**src/rtl/multicycle_ctrl.sv**
```systemverilog
// Multicycle RV32 subset control FSM: IF/ID/EX/MEM/WB with sticky trap.
// Decodes a latched IR and drives datapath, memory and retirement status.
module multicycle_ctrl #(
    parameter int MEM_WAIT_MAX = 15,
    parameter int BRANCH_EXT   = 1,
    parameter int CNT_W        = 32
) (
    input  logic             clk,
    input  logic             rst,
    input  logic [31:0]      instr,
    input  logic             Zero,
    input  logic             Lt,
    input  logic             dReady,
    output logic             ALUSrc,
    output logic [3:0]       ALUCtrl,
    output logic             RegWrite,
    output logic             MemToReg,
    output logic             loadPC,
    output logic             PCSrc,
    output logic             MemRead,
    output logic             MemWrite,
    output logic [2:0]       state,
    output logic             trap,
    output logic [1:0]       trap_cause,
    output logic             retired,
    output logic [CNT_W-1:0] retire_count
);

    typedef enum logic [2:0] {
        S_IF   = 3'd0,
        S_ID   = 3'd1,
        S_EX   = 3'd2,
        S_MEM  = 3'd3,
        S_WB   = 3'd4,
        S_TRAP = 3'd5
    } state_t;

    localparam logic [3:0] ALU_AND = 4'b0000;
    localparam logic [3:0] ALU_OR  = 4'b0001;
    localparam logic [3:0] ALU_ADD = 4'b0010;
    localparam logic [3:0] ALU_SUB = 4'b0110;
    localparam logic [3:0] ALU_SLT = 4'b0111;
    localparam logic [3:0] ALU_SRL = 4'b1000;
    localparam logic [3:0] ALU_SLL = 4'b1001;
    localparam logic [3:0] ALU_SRA = 4'b1010;
    localparam logic [3:0] ALU_XOR = 4'b1101;

    localparam logic [6:0] OPC_LD  = 7'b0000011;
    localparam logic [6:0] OPC_ST  = 7'b0100011;
    localparam logic [6:0] OPC_IMM = 7'b0010011;
    localparam logic [6:0] OPC_OP  = 7'b0110011;
    localparam logic [6:0] OPC_BR  = 7'b1100011;
    localparam logic [6:0] F7_BASE = 7'b0000000;
    localparam logic [6:0] F7_ALT  = 7'b0100000;

    localparam int WW = (MEM_WAIT_MAX > 1) ? $clog2(MEM_WAIT_MAX) : 1;

    state_t           cur;
    state_t           nxt;
    logic [31:0]      ir;
    logic [WW-1:0]    wcnt;
    logic [1:0]       cause;
    logic [CNT_W-1:0] rcnt;

    logic [6:0] opc;
    logic [2:0] f3;
    logic [6:0] f7;
    logic       ir_unused;

    assign opc       = ir[6:0];
    assign f3        = ir[14:12];
    assign f7        = ir[31:25];
    assign ir_unused = ^{ir[24:15], ir[11:7]};

    logic       ok;
    logic [3:0] alu_d;
    logic       k_ld, k_st, k_imm, k_op, k_br;
    logic       taken;

    // SLTU/SLTIU have no ALU code here, so they decode as illegal
    always_comb begin
        ok    = 1'b0;
        alu_d = ALU_AND;
        k_ld  = 1'b0;
        k_st  = 1'b0;
        k_imm = 1'b0;
        k_op  = 1'b0;
        k_br  = 1'b0;
        unique case (opc)
            OPC_LD: begin
                k_ld  = 1'b1;
                ok    = (f3 == 3'b010);
                alu_d = ALU_ADD;
            end
            OPC_ST: begin
                k_st  = 1'b1;
                ok    = (f3 == 3'b010);
                alu_d = ALU_ADD;
            end
            OPC_IMM: begin
                k_imm = 1'b1;
                ok    = 1'b1;
                unique case (f3)
                    3'b000: alu_d = ALU_ADD;
                    3'b010: alu_d = ALU_SLT;
                    3'b100: alu_d = ALU_XOR;
                    3'b110: alu_d = ALU_OR;
                    3'b111: alu_d = ALU_AND;
                    3'b001: begin
                        alu_d = ALU_SLL;
                        ok    = (f7 == F7_BASE);
                    end
                    3'b101: begin
                        alu_d = ir[30] ? ALU_SRA : ALU_SRL;
                        ok    = (f7 == F7_BASE) || (f7 == F7_ALT);
                    end
                    default: ok = 1'b0;
                endcase
            end
            OPC_OP: begin
                k_op = 1'b1;
                if (f7 == F7_BASE) begin
                    ok = 1'b1;
                    unique case (f3)
                        3'b000: alu_d = ALU_ADD;
                        3'b001: alu_d = ALU_SLL;
                        3'b010: alu_d = ALU_SLT;
                        3'b100: alu_d = ALU_XOR;
                        3'b101: alu_d = ALU_SRL;
                        3'b110: alu_d = ALU_OR;
                        3'b111: alu_d = ALU_AND;
                        default: ok = 1'b0;
                    endcase
                end else if (f7 == F7_ALT) begin
                    if (f3 == 3'b000) begin
                        ok    = 1'b1;
                        alu_d = ALU_SUB;
                    end else if (f3 == 3'b101) begin
                        ok    = 1'b1;
                        alu_d = ALU_SRA;
                    end
                end
            end
            OPC_BR: begin
                k_br  = 1'b1;
                alu_d = ALU_SUB;
                ok    = (f3 == 3'b000) ||
                        ((BRANCH_EXT != 0) &&
                         ((f3 == 3'b001) || (f3 == 3'b100) ||
                          (f3 == 3'b101)));
            end
            default: ok = 1'b0;
        endcase
    end

    always_comb begin
        taken = 1'b0;
        unique case (f3)
            3'b000:  taken = Zero;
            3'b001:  taken = !Zero;
            3'b100:  taken = Lt;
            3'b101:  taken = !Lt;
            default: taken = 1'b0;
        endcase
    end

    always_ff @(posedge clk) begin
        if (rst) begin
            cur   <= S_IF;
            ir    <= '0;
            wcnt  <= '0;
            cause <= 2'b00;
            rcnt  <= '0;
        end else begin
            cur <= nxt;
            if (cur == S_IF)
                ir <= instr;
            wcnt <= (cur == S_MEM) ? wcnt + 1'b1 : '0;
            if (cur == S_WB)
                rcnt <= rcnt + 1'b1;
            if (nxt == S_TRAP && cur != S_TRAP)
                cause <= (cur == S_ID) ? 2'b01 : 2'b10;
        end
    end

    // dReady is checked before the timeout so a late ack still completes
    always_comb begin
        nxt = cur;
        unique case (cur)
            S_IF:  nxt = S_ID;
            S_ID:  nxt = ok ? S_EX : S_TRAP;
            S_EX:  nxt = (k_ld || k_st) ? S_MEM : S_WB;
            S_MEM: begin
                if (dReady)
                    nxt = S_WB;
                else if (wcnt == WW'(MEM_WAIT_MAX - 1))
                    nxt = S_TRAP;
            end
            S_WB:   nxt = S_IF;
            S_TRAP: nxt = S_TRAP;
            default: nxt = S_IF;
        endcase
    end

    always_comb begin
        ALUSrc   = 1'b0;
        ALUCtrl  = ALU_AND;
        RegWrite = 1'b0;
        MemToReg = 1'b0;
        loadPC   = 1'b0;
        PCSrc    = 1'b0;
        MemRead  = 1'b0;
        MemWrite = 1'b0;
        trap     = 1'b0;
        retired  = 1'b0;
        if (ok && cur inside {S_ID, S_EX, S_MEM, S_WB}) begin
            ALUCtrl = alu_d;
            ALUSrc  = k_ld || k_st || k_imm;
        end
        unique case (cur)
            S_MEM: begin
                MemRead  = ok && k_ld;
                MemWrite = ok && k_st;
            end
            S_WB: begin
                RegWrite = ok && (k_ld || k_imm || k_op);
                MemToReg = ok && k_ld;
                PCSrc    = ok && k_br && taken;
                loadPC   = 1'b1;
                retired  = 1'b1;
            end
            S_TRAP:  trap = 1'b1;
            default: ;
        endcase
    end

    assign state        = cur;
    assign trap_cause   = cause;
    assign retire_count = rcnt;

endmodule

```
**config.mk**
```make
export PLATFORM = sky130hd
export DESIGN_NAME = multicycle_ctrl
export DESIGN_NICKNAME = d
export VERILOG_FILES = /design/src/rtl/multicycle_ctrl.sv
export SDC_FILE = /design/constraint.sdc
export NUM_CORES = 1
export LEC_CHECK = 0
export BUFFER_PORTS_ARGS = -buffer_cell sky130_fd_sc_hd__clkbuf_2
export CAP_MARGIN = 20
export CORE_ASPECT_RATIO = 1.2
export CORE_MARGIN = 2
export CORE_UTILIZATION = 46
export DETAILED_ROUTE_END_ITERATION = 10
export HOLD_SLACK_MARGIN = 0.05
export PLACE_DENSITY = 0.79
export RECOVER_POWER = 50
export SETUP_SLACK_MARGIN = 0.02
export SYNTH_ARGS = -nofsm -noshare
export SYNTH_HDL_FRONTEND = slang
export SYNTH_SLANG_ARGS = --single-unit
```
**constraint.sdc**
```tcl
create_clock -name clk -period 2.7 [get_ports clk]
set_input_delay 0.54 -clock clk [delete_from_list [all_inputs] [get_ports clk]]
set_output_delay 0.54 -clock clk [all_outputs]
set_load 0.05 [all_outputs]
```
==> results of run 1 <==
[registers in the layout (all words and copies together), names as in the netlist]
name and count:
retire_count 32, ir 17, wcnt 4, state 3, trap_cause 2
[synth_stat cells, types with 4 or more instances]
library cell | number | share of area
nand3_1 | 15 | 0.026
nor2b_1 | 4 | 0.0086
nand4_1 | 5 | 0.011
inv_1 | 13 | 0.017
xnor2_1 | 25 | 0.075
a21oi_1 | 23 | 0.039
clkbuf_1 | 20 | 0.026
xor2_1 | 7 | 0.021
nand2_1 | 58 | 0.075
and4_1 | 5 | 0.015
nor3_1 | 22 | 0.038
dfxtp_1 | 58 | 0.40
nor4_1 | 8 | 0.017
nor2_1 | 48 | 0.062
o21ai_0 | 9 | 0.015
or3_1 | 8 | 0.017
[worst paths after layout]
check | from | to | slack, ns | cells after the start
setup reg to reg | ir[2] | state[2] | 0.16 | 7
hold reg to reg | ir[29] | ir[29] | 0.46 | 2
hold / removal | instr[1] | ir[1] | 0.42 | 3
setup / recovery | ir[2] | ALUCtrl[1] | -0.50 | 6
[critical path, stage by stage (launching register included)]
cell	delay (ns)
dfxtp_1	0.32
or4bb_4	0.55
or3_4	0.36
a2111oi_4	0.35
a211oi_4	0.17
a2111oi_4	0.30
clkbuf_8	0.26
[final cells by class]
| cell class | instances | area share |
|---|---|---|
| flip-flops and latches | 58 | 0.295 |
| clock inverters | 4 | 0.0120 |
| clock buffers | 12 | 0.0421 |
| inverters | 13 | 0.0127 |
| repair buffers | 94 | 0.153 |
| multi-input cells | 278 | 0.459 |
| well taps | 82 | 0.0259 |
[per-layer routing]
| metal | track usage | up-vias | part of all wire |
|---|---|---|---|
| met4 | 0.106 | 0 | 0.018 |
| met2 | 0.387 | 92 | 0.52 |
| li1 | - | 1438 | - |
| met5 | 0 | - | 0 |
| met3 | 0.0517 | 14 | 0.055 |
| met1 | 0.252 | 1346 | 0.41 |
[power breakdown]
| group | switching, W | internal (W) | leakage (nW) |
|---|---|---|---|
| sequential | 0.0000208 | 0.000878 | 0.472 |
| combinational | 0.000139 | 0.0000742 | 0.842 |
| clock | 0.000348 | 0.000505 | 0.108 |
[what timing repair did]
item	in CTS	in global routing
pin swaps	4	2
setup buffers	1	1
endpoints found under the setup margin	10	10
gates resized for setup	23	4
[cells by family after synthesis]
family,after synthesis,synth area share
AOI/OAI and AO/OA,50,0.116
xor gates and xnor gates,32,0.0960
adders and majority gates,3,0.0129
buffers and inverters,37,0.0518
DFF,58,0.398
muxes,2,0.00686
and+or+nand+nor,191,0.319
[through the flow]
| stage | util | hold slack (ns) | total power (W) | instance area (um2) | TNS [ns] |
|---|---|---|---|---|---|
| after detailed placement | 0.601 | 0.450 | 0.00113 | 3660 | -1.29 |
| final | 0.649 | 0.420 | 0.00196 | 3950 | -4.02 |
| after global placement | 0.601 | 0.441 | 0.00112 | 3660 | -1.18 |
| after global routing | 0.649 | 0.415 | 0.00205 | 3950 | -5.08 |
| after floorplan | - | 0.430 | 0.00107 | 3110 | -1.61 |
| after CTS | 0.653 | 0.401 | 0.00199 | 3980 | -4.15 |
==> results.tsv, run 1 <==
stage	metric	value	unit
cts	cts_tree	done	
cts	numCtsBuffers	9	
place	gp_congestion	0.939	
cells_and_area	register_area	1170	um2
cells_and_area	multi_input_area	1810	um2
route	drt-total-wl	7.50	mm
cts	clk_latency	0.33	ns
global_route	grtUsageTotal	0.221	
route	vias_per_cell	5.34	
power_and_ir_drop	powerDensity	497	nW/um2
timing	setup_viol	10	
die	start_util	0.480	
timing	final.period_utilization	1.18	
yosys	synth_flop_cell	dfxtp_1	
status	violations	negative setup slack	
timing	hold_viol_final	0	
route	drtIter0Drc	129	
yosys	ys_ff_latch	58	
worst_setup_path	worstSetupPathType	flop to output port	
timing	clock.fmax	0.313	GHz
timing	max_slew_margin	0.207	
place	port_buffers	71	
yosys	yosys_warnings	0	
place	place_inst	523	
worst_setup_path	cp-end-kind	output port	
route	drt-pass1-iter-count	5	
yosys	synthesis.instances	373	
global_route	grt_overflow_total	0	
cts	cts_buffer_depth	2	
die	die_h	91.3	um
global_route	grt_first_pass_wirelength	12.5	mm
die	pin_count	87	
place	dp_slack	-0.258	ns
power_and_ir_drop	max-vdd-ir-drop	261	uV
yosys	netlist_area	2920	um2
cells_and_area	fillCellCount	503	
global_route	grt_max_degree	27	
cells_and_area	drive_gt1_frac	0.242	
place	hpwl	5.29	mm
yosys	syn_area_per_cell	7.83	um2
yosys	synth-seq-area-share	0.398	
status	status	finished with violations	
timing	timing.final.ws_setup	-0.497	ns
yosys	syn-num-nets	413	
timing	final.setup_skew	0.00951	ns
route	num_vias	2890	
cells_and_area	final_common_cell	nand2_1	
flow_run	cap_violations	0	
cells_and_area	mostFrequentLayoutCells	nand2_1 (57), dfxtp_1 (55), nor2_1 (47)	
timing	worst_slew_pin_slew	1.19	ns
cts	ctsHoldBuffers	0	
die	core_area	6090	um2
cts	clk_pin_slew	0.07	ns
worst_setup_path	worstPathRequired	2.16	ns
cells_and_area	final_cells	541	
yosys	synth_edf_count	0	
power_and_ir_drop	cellLeakagePower	1.42	nW
cts	cts_sinks	58	
timing	grt_setup_unrepaired	yes	
cells_and_area	diodes	0	
die	num_rows	31	
route	ant_nets	0	
cells_and_area	nets	494	
worst_setup_path	critPathLaunchType	flop	
die	die_w	76.7	um
route	avgRoutedWirePerCell	13.9	um
cells_and_area	syn2layout_area_growth	35.4	%
yosys	synth_cell_types	48	
worst_setup_path	worstPathArrival	2.66	ns
global_route	antenna_found_initial	0	
global_route	grt_pass1_vias	2674	
yosys	synthArstFlopShare	0	
route	drc	0	
timing	final-max-slew-violation-count	0	
worst_setup_path	crit_fanout	8	
cts	h-tree-depth	3	
timing	period_minus_slack	3.20	ns
cts	root_buffer	clkbuf_8	
die	die-area	7000	um2
worst_hold_path	min-delay-path-class	input pin to flop	
(Power assumes the default switching activity.)
==> run 2: changes to the inputs <==
clock period = 2.6 ns   (was 2.7 ns; I/O delays follow)
==> run 2 against run 1 <==
  * The run still ends with negative setup slack left
  * Total power is 6.2% higher
  * Utilization is 1.0 points higher
  * Sequential power is 4.5% higher
  * Global-route usage is 1.1 points lower
  * Via count is 1.4% lower
  * Sequential share of layout area is 0.42 points lower
  * First-iteration DRC count is 4.7% higher
  * Clock power is 9.2% higher
  * Non-clock buffer count is 3 lower
  * Highest routed layer unchanged
  * Largest cell class unchanged
==> results.tsv, run 2 (synthesized netlist as in run 1, its figures left out) <==
stage	metric	value	unit	change
status	status	finished with violations		
status	violations	negative setup slack		
worst_setup_path	r2r-start	ir[27]		
cells_and_area	final_cells	538		-0.55%
worst_setup_path	r2r_slack	0.19	ns	+0.03 ns
timing	clock.fmax	0.313	GHz	
cells_and_area	drive_gt1_frac	0.250		+0.00817
global_route	antenna_found_initial	0		unchanged
die	die-area	7000	um2	unchanged
cells_and_area	largest_reg_flops	32		unchanged
worst_setup_path	reg2reg_to	state[2]		
timing	timing.final.ws_setup	-0.598	ns	-0.101 ns
route	num_vias	2849		-1.4%
die	num_rows	31		unchanged
worst_hold_path	whs_endpoint	ir[6]		
timing	final.period_utilization	1.23		
die	pin_count	87		unchanged
power_and_ir_drop	power	0.00209	W	+6.2%
worst_setup_path	critPathLaunchType	flop		
timing	final-max-slew-violation-count	0		unchanged
route	drt-total-wl	7.30	mm	-2.7%
die	start_util	0.480		unchanged
place	port_buffers	71		unchanged
timing	period_minus_slack	3.20	ns	
worst_setup_path	worstSetupPathType	flop to output port		
global_route	grtUsageTotal	0.210		-0.0112
cts	numCtsBuffers	9		unchanged
worst_setup_path	worstPathRequired	2.08	ns	-0.08 ns
global_route	grt_max_degree	30		+11%
power_and_ir_drop	max-vdd-ir-drop	321	uV	+23%
cts	cts_tree	done		
timing	max_slew_margin	0.292		+0.0856
route	drc	0		unchanged
global_route	grt_pass1_vias	2687		+0.49%
power_and_ir_drop	powerDensity	520	nW/um2	+4.6%
cts	clk_pin_slew	0.07	ns	about the same
timing	final.setup_skew	0.0152	ns	+0.00564 ns
worst_setup_path	crit_fanout	4		-4
cells_and_area	diodes	0		unchanged
worst_setup_path	cp-end-kind	output port		
timing	setup_viol	10		unchanged
worst_setup_path	reg2regPathDepth	6		-1
cts	cts_sinks	58		unchanged
cells_and_area	mostFrequentLayoutCells	nand2_1 (57), dfxtp_1 (54), nor2_1 (47)		
timing	tns	-4.80	ns	-0.779 ns
cts	root_buffer	clkbuf_8		
cts	clk_latency	0.33	ns	about the same
cells_and_area	syn2layout_area_growth	37.5	%	
global_route	grt_overflow_total	0		unchanged
route	vias_per_cell	5.30		-0.87%
place	gp_congestion	0.850		-9.4%
cts	h-tree-depth	3		unchanged
timing	grt_setup_unrepaired	yes		
worst_hold_path	hold_depth	3		unchanged
timing	worst_slew_pin_slew	1.06	ns	-0.128 ns
place	hpwl	5.14	mm	-2.7%
flow_run	cap_violations	0		unchanged
cells_and_area	fillCellCount	511		+1.6%
global_route	grt_first_pass_wirelength	12.1	mm	-2.8%
worst_setup_path	worstPathArrival	2.68	ns	+0.02 ns
cells_and_area	fin_util	0.659		+0.0101
power_and_ir_drop	cellLeakagePower	1.44	nW	+1.2%
worst_hold_path	hold_path_startpoint	instr[6]		
timing	hold_slack	0.410	ns	-0.0103 ns
route	ant_nets	0		unchanged
cells_and_area	nets	491		-0.61%
die	die_h	91.3	um	unchanged
die	core_area	6090	um2	unchanged
cells_and_area	final_common_cell	nand2_1		
place	place_inst	521		-0.38%
worst_hold_path	min-delay-path-class	input pin to flop		
timing	hold_viol_final	0		unchanged
die	die_w	76.7	um	unchanged
route	drtIter0Drc	135		+4.7%
route	avgRoutedWirePerCell	13.6	um	-2.1%
cts	cts_buffer_depth	2		unchanged
route	drt-pass1-iter-count	4		-1
==> run 2: power breakdown <==
group	total [W]	leakage (nW)	switching [W]	internal (W)
Combinational	0.000219	0.857	0.000139	0.0000791
Clock	0.000930	0.109	0.000367	0.000563
Sequential	0.000938	0.473	0.0000264	0.000911
==> run 2: worst max-delay path by stage <==
stage / startpoint / endpoint / depth (start not counted)
finish: ir[2] / ALUCtrl[2] / 7
global route: ir[0] / ALUCtrl[2] / 7
CTS: ir[27] / ALUSrc / 7
detailed placement: ir[0] / ALUCtrl[1] / 6
global placement: ir[2] / ALUCtrl[1] / 6
floorplan: ir[2] / ALUCtrl[0] / 6
==> run 2: repair_timing <==
item / CTS / global route
buffers inserted: 1 / 0
resized for setup: 10 / 6
hold buffers: 0 / 0
setup endpoints to repair: 10 / 10
pin swaps: 6 / 2
==> run 2: cell type report <==
type / instances / area (um2) / area share
Clock buffer: 11 / 141 / 0.0352
Clock inverter: 5 / 77.6 / 0.0193
Inverter: 13 / 52.6 / 0.0131
Multi-Input combinational cell: 278 / 1840 / 0.457
Sequential cell: 58 / 1170 / 0.291
Tap cell: 82 / 103 / 0.0256
Timing Repair Buffer: 91 / 637 / 0.159
==> run 2: routing by layer <==
metal | track usage | part of all wire | wire [um]
met2 | 0.341 | 0.50 | 3620
met5 | 0 | 0 | 0
met1 | 0.269 | 0.46 | 3330
met4 | 0.0727 | 0.011 | 82
met3 | 0.0557 | 0.037 | 272
==> run 2: through the flow <==
| step | setup slack, ns | cell area (um2) |
|---|---|---|
| floorplan | -0.377 | 3130 |
| global placement | -0.236 | 3760 |
| detailed placement | -0.292 | 3760 |
| CTS | -0.573 | 4020 |
| global route | -0.688 | 4020 |
| finish | -0.598 | 4020 |
==> run 2: worst max-delay path: stages (launching register included) <==
cell and delay, ns:
dfxtp_1 0.32, or4bb_4 0.57, or3_4 0.37, buf_4 0.15, nor3_2 0.21, o21ai_2 0.10
a2111oi_4 0.40, clkbuf_16 0.23
